## src/rtl/mega_pkg.sv

```systemverilog
`default_nettype none
// ============================================================================
//  mega_pkg
//  Shared state encoding and default frame constants for the hit guard.
//  Revision: 1.0
// ============================================================================
package mega_pkg;

   localparam int c_hold_frames   = 8;
   localparam int c_invuln_frames = 60;
   localparam int c_blink_shift   = 2;

   typedef enum logic [1:0] {
      ST_ARMED  = 2'd0,
      ST_HOLD   = 2'd1,
      ST_INVULN = 2'd2,
      ST_DEAD   = 2'd3
   } guard_state_t;

endpackage
`default_nettype wire

```

## src/rtl/frame_timer.sv

```systemverilog
`default_nettype none
// ============================================================================
//  frame_timer
//  8-bit frame down-counter with load, zero flag and look-ahead count.
//  Revision: 1.0
// ============================================================================
module frame_timer (
   input  logic       frame_clk,
   input  logic       reset,
   input  logic       load,
   input  logic [7:0] value,
   output logic [7:0] next_count,
   output logic       zero
);

   logic [7:0] r_count;

   // Holds at zero instead of wrapping.
   always_comb begin
      next_count = r_count;
      if (load) begin
         next_count = value;
      end else if (r_count != 8'd0) begin
         next_count = r_count - 8'd1;
      end
   end

   always_ff @(posedge frame_clk) begin
      if (reset) begin
         r_count <= 8'd0;
      end else begin
         r_count <= next_count;
      end
   end

   assign zero = (r_count == 8'd0);

endmodule
`default_nettype wire

```

## src/rtl/hit_guard.sv

```systemverilog
`default_nettype none
// ============================================================================
//  hit_guard
//  Qualifies collisions into fixed-length hit pulses followed by invulnerability.
//  Revision: 1.0
// ============================================================================
module hit_guard
   import mega_pkg::*;
#(
   parameter int HOLD_FRAMES   = c_hold_frames,
   parameter int INVULN_FRAMES = c_invuln_frames,
   parameter int BLINK_SHIFT   = c_blink_shift
) (
   input  logic       frame_clk,
   input  logic       reset,
   input  logic       enemycol,
   input  logic       met1_col,
   input  logic [2:0] curr_health,
   output logic       hit,
   output logic       invuln,
   output logic       blink,
   output logic [7:0] hit_count
);

   localparam logic [7:0] c_hold_load   = 8'(HOLD_FRAMES - 1);
   localparam logic [7:0] c_invuln_load = 8'(INVULN_FRAMES - 1);

   guard_state_t r_state;
   guard_state_t w_state_next;

   logic       w_collision;
   logic       w_alive;
   logic       w_load;
   logic [7:0] w_load_value;
   logic [7:0] w_timer_next;
   logic       w_timer_zero;
   logic       w_count_inc;
   logic       w_count_clr;

   logic       r_hit;
   logic       r_invuln;
   logic       r_blink;
   logic [7:0] r_hit_count;

   assign w_collision = enemycol | met1_col;
   assign w_alive     = (curr_health != 3'd0);

   frame_timer u_frame_timer (
      .frame_clk  (frame_clk),
      .reset      (reset),
      .load       (w_load),
      .value      (w_load_value),
      .next_count (w_timer_next),
      .zero       (w_timer_zero)
   );

   always_comb begin
      w_state_next = r_state;
      w_load       = 1'b0;
      w_load_value = 8'd0;
      w_count_inc  = 1'b0;
      w_count_clr  = 1'b0;
      case (r_state)
         ST_ARMED: begin
            if (!w_alive) begin
               w_state_next = ST_DEAD;
            end else if (w_collision) begin
               w_state_next = ST_HOLD;
               w_load       = 1'b1;
               w_load_value = c_hold_load;
               w_count_inc  = 1'b1;
            end
         end
         // The hold window ignores health and collisions so the pulse is never cut short.
         ST_HOLD: begin
            if (w_timer_zero) begin
               w_state_next = ST_INVULN;
               w_load       = 1'b1;
               w_load_value = c_invuln_load;
            end
         end
         ST_INVULN: begin
            if (!w_alive) begin
               w_state_next = ST_DEAD;
            end else if (w_timer_zero) begin
               w_state_next = ST_ARMED;
            end
         end
         ST_DEAD: begin
            if (w_alive) begin
               w_state_next = ST_ARMED;
               w_count_clr  = 1'b1;
            end
         end
         default: begin
            w_state_next = ST_ARMED;
         end
      endcase
   end

   always_ff @(posedge frame_clk) begin
      if (reset) begin
         r_state <= ST_ARMED;
      end else begin
         r_state <= w_state_next;
      end
   end

   // Outputs are registered from the next state so they line up with r_state.
   always_ff @(posedge frame_clk) begin
      if (reset) begin
         r_hit       <= 1'b0;
         r_invuln    <= 1'b0;
         r_blink     <= 1'b0;
         r_hit_count <= 8'd0;
      end else begin
         r_hit    <= (w_state_next == ST_HOLD);
         r_invuln <= (w_state_next == ST_HOLD) || (w_state_next == ST_INVULN);
         r_blink  <= (w_state_next == ST_INVULN) && w_timer_next[BLINK_SHIFT];
         if (w_count_clr) begin
            r_hit_count <= 8'd0;
         end else if (w_count_inc && (r_hit_count != 8'hFF)) begin
            r_hit_count <= r_hit_count + 8'd1;
         end
      end
   end

   assign hit       = r_hit;
   assign invuln    = r_invuln;
   assign blink     = r_blink;
   assign hit_count = r_hit_count;

endmodule
`default_nettype wire

```

## config.mk

```make
export PLATFORM = sky130hd
export DESIGN_NAME = hit_guard
export DESIGN_NICKNAME = d
export VERILOG_FILES = /design/src/rtl/mega_pkg.sv /design/src/rtl/frame_timer.sv /design/src/rtl/hit_guard.sv
export SDC_FILE = /design/constraint.sdc
export NUM_CORES = 1
export LEC_CHECK = 0
export BUFFER_PORTS_ARGS = -buffer_cell sky130_fd_sc_hd__buf_2
export CORE_ASPECT_RATIO = 2
export CORE_MARGIN = 1.5
export CORE_UTILIZATION = 40
export DETAILED_ROUTE_END_ITERATION = 7
export GPL_ROUTABILITY_DRIVEN = 1
export GPL_TIMING_DRIVEN = 0
export PLACE_DENSITY = 0.66
export SYNTH_ARGS = -nofsm -noshare
export SYNTH_HDL_FRONTEND = slang
export SYNTH_SLANG_ARGS = --single-unit
```

## constraint.sdc

```tcl
create_clock -name frame_clk -period 3 [get_ports frame_clk]
set_input_delay 0.15 -clock frame_clk [delete_from_list [all_inputs] [get_ports frame_clk]]
set_output_delay 0.15 -clock frame_clk [all_outputs]
set_load 0.1 [all_outputs]
```

# Yosys cells after proc, flatten, opt, wreduce, memory -nomap -nowiden

Index checks and enable logic that the tools add are counted.

Register bits after elaboration: 21
Output and inout bits: 11
Logic and storage cells: 45

Add/sub/neg operators: 2
Eq/ne operators: 6
Mux-type cells: 20
Bitwise logic cells: 1
Reductions and logical operators: 9

Operators with widths:

| cell                  | count |
|---|---|
| $mux W8               | 2 |
| $mux W2               | 6 |
| $pmux W6 S2           | 1 |
| $add A8 B1 Y8 const B | 1 |
| $logic_not A8 Y1      | 1 |
| $ne A8 B8 Y1 const B  | 1 |
| $pmux W2 S4           | 1 |
| $reduce_bool A8 Y1    | 1 |
| $sub A8 B1 Y8 const B | 1 |
| $eq A2 B2 Y1 const B  | 3 |
| $mux W1               | 6 |
| $mux W3               | 2 |
| $mux W6               | 1 |
| $eq A2 B1 Y1 const B  | 2 |
| $reduce_bool A3 Y1    | 1 |
| $logic_and A1 B1 Y1   | 2 |
| $logic_not A2 Y1      | 1 |
| $pmux W1 S2           | 1 |
| $reduce_bool A2 Y1    | 1 |
| $reduce_or A2 Y1      | 1 |
| $logic_or A1 B1 Y1    | 1 |
| $or A1 B1 Y1          | 1 |

# Longest topological paths before layout

Word-level depth: 6
Mapped depth: 8
Depth with buffers taken out: 8

# Modules after synthesis

A second synthesis with hierarchy kept.

Cell total of the unflattened synthesis: 147
Area total of the unflattened synthesis: 1,212.4 um^2

By module, submodules not included:

| module      | times used | cells each | area an instance (um^2) | seq. area each (um^2) |
|---|---|---|---|---|
| hit_guard   | 1          | 80         | 660.6                   | 260.2 |
| frame_timer | 1          | 67         | 551.8                   | 160.2 |

# Worst setup path before layout

OpenSTA, ideal clock, no wires.

Path kind: register to register
From: register r_hit_count[0] (netlist: hit_count[0])
To: register r_hit_count[4] (netlist: hit_count[4])
Setup time: 70 ps
Arrival: 2,058 ps
Data required time: 2,930 ps
Slack: 872 ps
Cell stages (with the launch flop): 6
Path through: dfxtp_1 -> ha_1 -> and2_1 -> nand2_1 -> or4_1 -> a21oi_1

Word-level cells in the longest chain between the ends: 2
Elaborated cells between the ends (all ways): 3

RTL lines:

| what                                                  | line             | RTL |
|---|---|---|
| start, declared                                       | hit_guard.sv:43  | `logic [7:0] r_hit_count;` |
| start signal, assigned                                | hit_guard.sv:123 | `r_hit_count <= r_hit_count + 8'd1;` |
| branches (longest 2 deep; another with $add A8 B1 Y8) | n/a              |  |

Parallel ways; which one is timed is not known.
A chain may end at the register's enable or synchronous reset.

# Final worst setup path

From: register u_frame_timer.r_count[0]
To: register r_hit (netlist: hit)

Word-level cells in the longest chain between the ends: 5
Elaborated cells between the ends (all ways): 6

RTL lines:

| what                   | line              | RTL |
|---|---|---|
| start, declared        | frame_timer.sv:16 | `logic [7:0] r_count;` |
| start signal, assigned | frame_timer.sv:32 | `r_count <= next_count;` |
| $logic_not A8 Y1 *     | frame_timer.sv:36 | `assign zero = (r_count == 8'd0);` |
| $mux W2                | hit_guard.sv:85   | `end else if (w_timer_zero) begin` |
| $mux W2                | hit_guard.sv:83   | `if (!w_alive) begin` |
| $pmux W2 S4 *          | hit_guard.sv:63   | `case (r_state)` |
| via w_state_next[0]    | hit_guard.sv:29   | `guard_state_t w_state_next;` |
| $eq A2 B1 Y1 *         | hit_guard.sv:117  | `r_hit <= (w_state_next == ST_HOLD);` |
| end signal, assigned   | hit_guard.sv:117  |  |
| end, declared          | hit_guard.sv:40   | `logic r_hit;` |

Mark *: on every way through the listed nets, which the timed path passes. The rest lies on a longest branch.

==> flow_summary.json <==
{
  "outcome": "finished, final reports clean",
  "cts.sinks": 21,
  "synth-async-reset-ratio_pct": 0,
  "ys_seq_area_share_pct": 40.1,
  "synth_compound_area_share_pct": 17.8,
  "clockRootBuffer": "clkbuf_8",
  "holdPathStages": 2,
  "min-delay-start": "reset",
  "p_leak_nw": 0.502,
  "ys_types": 35,
  "synth_top_family_by_area": "simple AND/OR/NAND/NOR gates",
  "drive_gt1_share_pct": 15.3,
  "skew_ns": 0.00262,
  "p_seq_share_pct": 36.9,
  "crit_fanout": 4,
  "finalHoldViolCount": 0,
  "die_h_um": 75.4,
  "rsz0062_at_grt": "no",
  "drc": 0,
  "drt-total-wl_um": 2380,
  "ios": 18,
  "drtIter0Drc": 23,
  "yosys-top-cells-area": "dfxtp_1 (40%), a21oi_1 (4.8%), ha_1 (4.8%)",
  "worst-endpoint-required_ns": 3.15,
  "reg2reg_slack_ns": 0.78,
  "h-tree-depth": 1,
  "holdWs_ns": 0.146,
  "synth_top_cell_by_area": "dfxtp_1",
  "fin_cells": 172,
  "layout_min_cycle_time_ns": 2.22,
  "die_w_um": 39.2,
  "place.port_buffers": 17,
  "dpl.cell_count": 168,
  "start_util_pct": 41.8,
  "cts_tree": "done",
  "first_pass_iters": 4,
  "rows": 26,
  "synth_edf_count": 0,
  "yosys-mux-area-fraction_pct": 0.956,
  "internal_power_uw": 603,
  "gp_congestion": 0.856,
  "p_per_area_nw_per_um2": 900,
  "fmaxAchievable_mhz": 450,
  "grtUsageTotal_pct": 18.2,
  "synthAdderAreaFrac_pct": 4.78,
  "synthTopCellsByCount": "dfxtp_1 (21), a21oi_1 (10), nand2_1 (9), nor2_1 (9)",
  "cp-start-kind": "flop",
  "sw_frac_of_total_pct": 44.7,
  "area.growth.synth_to_final_pct": 15.8,
  "min_period_over_period_pct": 74.1,
  "diodes": 0,
  "cp_data_arrival_time_ns": 2.37,
  "ys_warn_count": 0,
  "ctsHoldBuffers": 0,
  "combPwrFrac_pct": 45.9,
  "tightestPinTransition_ns": 0.617,
  "grt_pass1_vias": 905,
  "cts_buffers": 3,
  "die-area_um2": 2950,
  "synth-main-ff-cell": "dfxtp_1",
  "netlist_instances": 123,
  "crit_path_end_kind": "flop",
  "cts-resized-gates": 0,
  "yosys.area_share.simple_pct": 28.1,
  "maxCapViolations": 0,
  "p_clk_share_pct": 17.1,
  "viasPerCell": 5.76,
  "syn-num-nets": 134,
  "setup.worst_path.class": "flop to flop",
  "reg2reg_from": "u_frame_timer.r_count[0]",
  "maxSlewHeadroom_pct": 58.5,
  "grt_pass1_wl_um": 3730,
  "rr_endpoint": "hit",
  "vdd_drop_max_uv": 458,
  "synth_seq_cells": 21,
  "wl_per_cell_um": 13.8,
  "hp-class": "input port to flop",
  "whs_endpoint": "u_frame_timer.r_count[2]",
  "setup_viol": 0,
  "grt_overflow": 0,
  "clock_latency_ns": 0.26,
  "core_area_um2": 2500,
  "clockBufferDepth": 2,
  "reg2regPathDepth": 8,
  "grt_max_degree": 12,
  "slew_viol_final": 0,
  "post_cts_buffers": 0,
  "ant_nets": 0,
  "hpwl_um": 1900,
  "yosys.area_share.xor_xnor_pct": 4.18,
  "syn_area_um2": 1050,
  "netlist.area_leader.share_pct": 40.1,
  "nNetsFinal": 156,
  "syn_area_per_cell_um2": 8.51,
  "antenna_found_initial": 0,
  "setup_tns_ns": 0,
  "via_count": 991,
  "p_sw_uw": 487,
  "yosysMostFrequentCell": "dfxtp_1",
  "clk_pin_slew_ns": 0.07
}
[layer usage]
| metal | up-vias | wire (um) | track usage [%] |
|---|---|---|---|
| met5 | - | 0 | 0 |
| met2 | 18 | 1390 | 35.4 |
| met3 | 6 | 45 | 1.75 |
| met4 | 0 | 63 | 12.6 |
| li1 | 497 | - | - |
| met1 | 470 | 882 | 15.7 |
[sequential cells by signal, summed over array words and instances (netlist names)]
| register | count |
|---|---|
| hit_count | 8 |
| u_frame_timer.r_count | 8 |
| r_state | 2 |
| blink | 1 |
| hit | 1 |
| invuln | 1 |
[cell usage in the layout, fill, tap and decap left out, drive strengths merged, types with 3 or more instances in the layout]
master  Yosys  layout
a21oi      10      10
clkbuf      4       8
nand3       5       5
or4         6       6
nand2       9       9
nor2        9       9
nor4        4       4
ha          4       4
inv         6       6
xor2        4       4
nor3        3       3
dfxtp      21      21
nor3b       3       3
buf         1      18
or3         3       3
o21ai       5       5
[through the flow]
stage	total power [mW]	util [%]	area, um2	setup WS, ns
floorplan	0.806	-	1050	0.872
global placement	0.893	46.6	1170	0.842
detailed placement	0.910	46.6	1170	0.801
CTS	1.10	48.4	1210	0.781
global route	1.17	48.4	1210	0.656
finish	1.09	48.4	1210	0.777
[final cells by class]
class / count / area, um2
Fill cell: 263 / 1290
Multi-Input combinational cell: 91 / 584
Sequential cell: 21 / 420
Timing Repair Buffer: 17 / 85.1
Clock buffer: 4 / 45.0
Tap cell: 28 / 35.0
Inverter: 6 / 22.5
Buffer: 5 / 20.0
[worst max-delay path, stage by stage, from the launching register on]
cell and delay [ns]:
dfxtp_1 0.33, inv_1 0.08, ha_1 0.21, or3b_2 0.51, nor3_1 0.37, o32a_1 0.25
inv_1 0.06, ha_1 0.19, nor2b_1 0.12
[power groups by stage]
stage / Sequential (mW) / Clock (mW) / Combinational, mW
after floorplan: 0.515 / 0 / 0.290
after global placement: 0.404 / 0 / 0.489
after detailed placement: 0.408 / 0 / 0.503
after CTS: 0.401 / 0.197 / 0.505
after global routing: 0.411 / 0.204 / 0.553
final: 0.403 / 0.187 / 0.501
[kinds of logic (layout without fill, tap and decap cells)]
| logic type | count (synthesis) | after routing |
|---|---|---|
| XOR/XNOR | 5 | 5 |
| AND/OR/NAND/NOR | 53 | 53 |
| flip-flops | 21 | 21 |
| AO/OA/AOI/OAI | 28 | 28 |
| buffers and inverters | 11 | 32 |
| adder cells (fa/ha/maj) | 4 | 4 |
| multiplexers | 1 | 1 |
[worst max path at each step]
stage                        startpoint           end  slack (ns)  cells after the start
6_report       u_frame_timer.r_count[0]           hit        0.78                      8
5_1_grt        u_frame_timer.r_count[0]           hit        0.66                      8
4_1_cts        u_frame_timer.r_count[0]           hit        0.78                      8
3_5_place_dp   u_frame_timer.r_count[0]           hit        0.80                      8
3_3_place_gp   u_frame_timer.r_count[0]           hit        0.84                      8
2_1_floorplan              hit_count[0]  hit_count[4]        0.87                      5
Note: power is estimated with default switching activity, not from simulation.
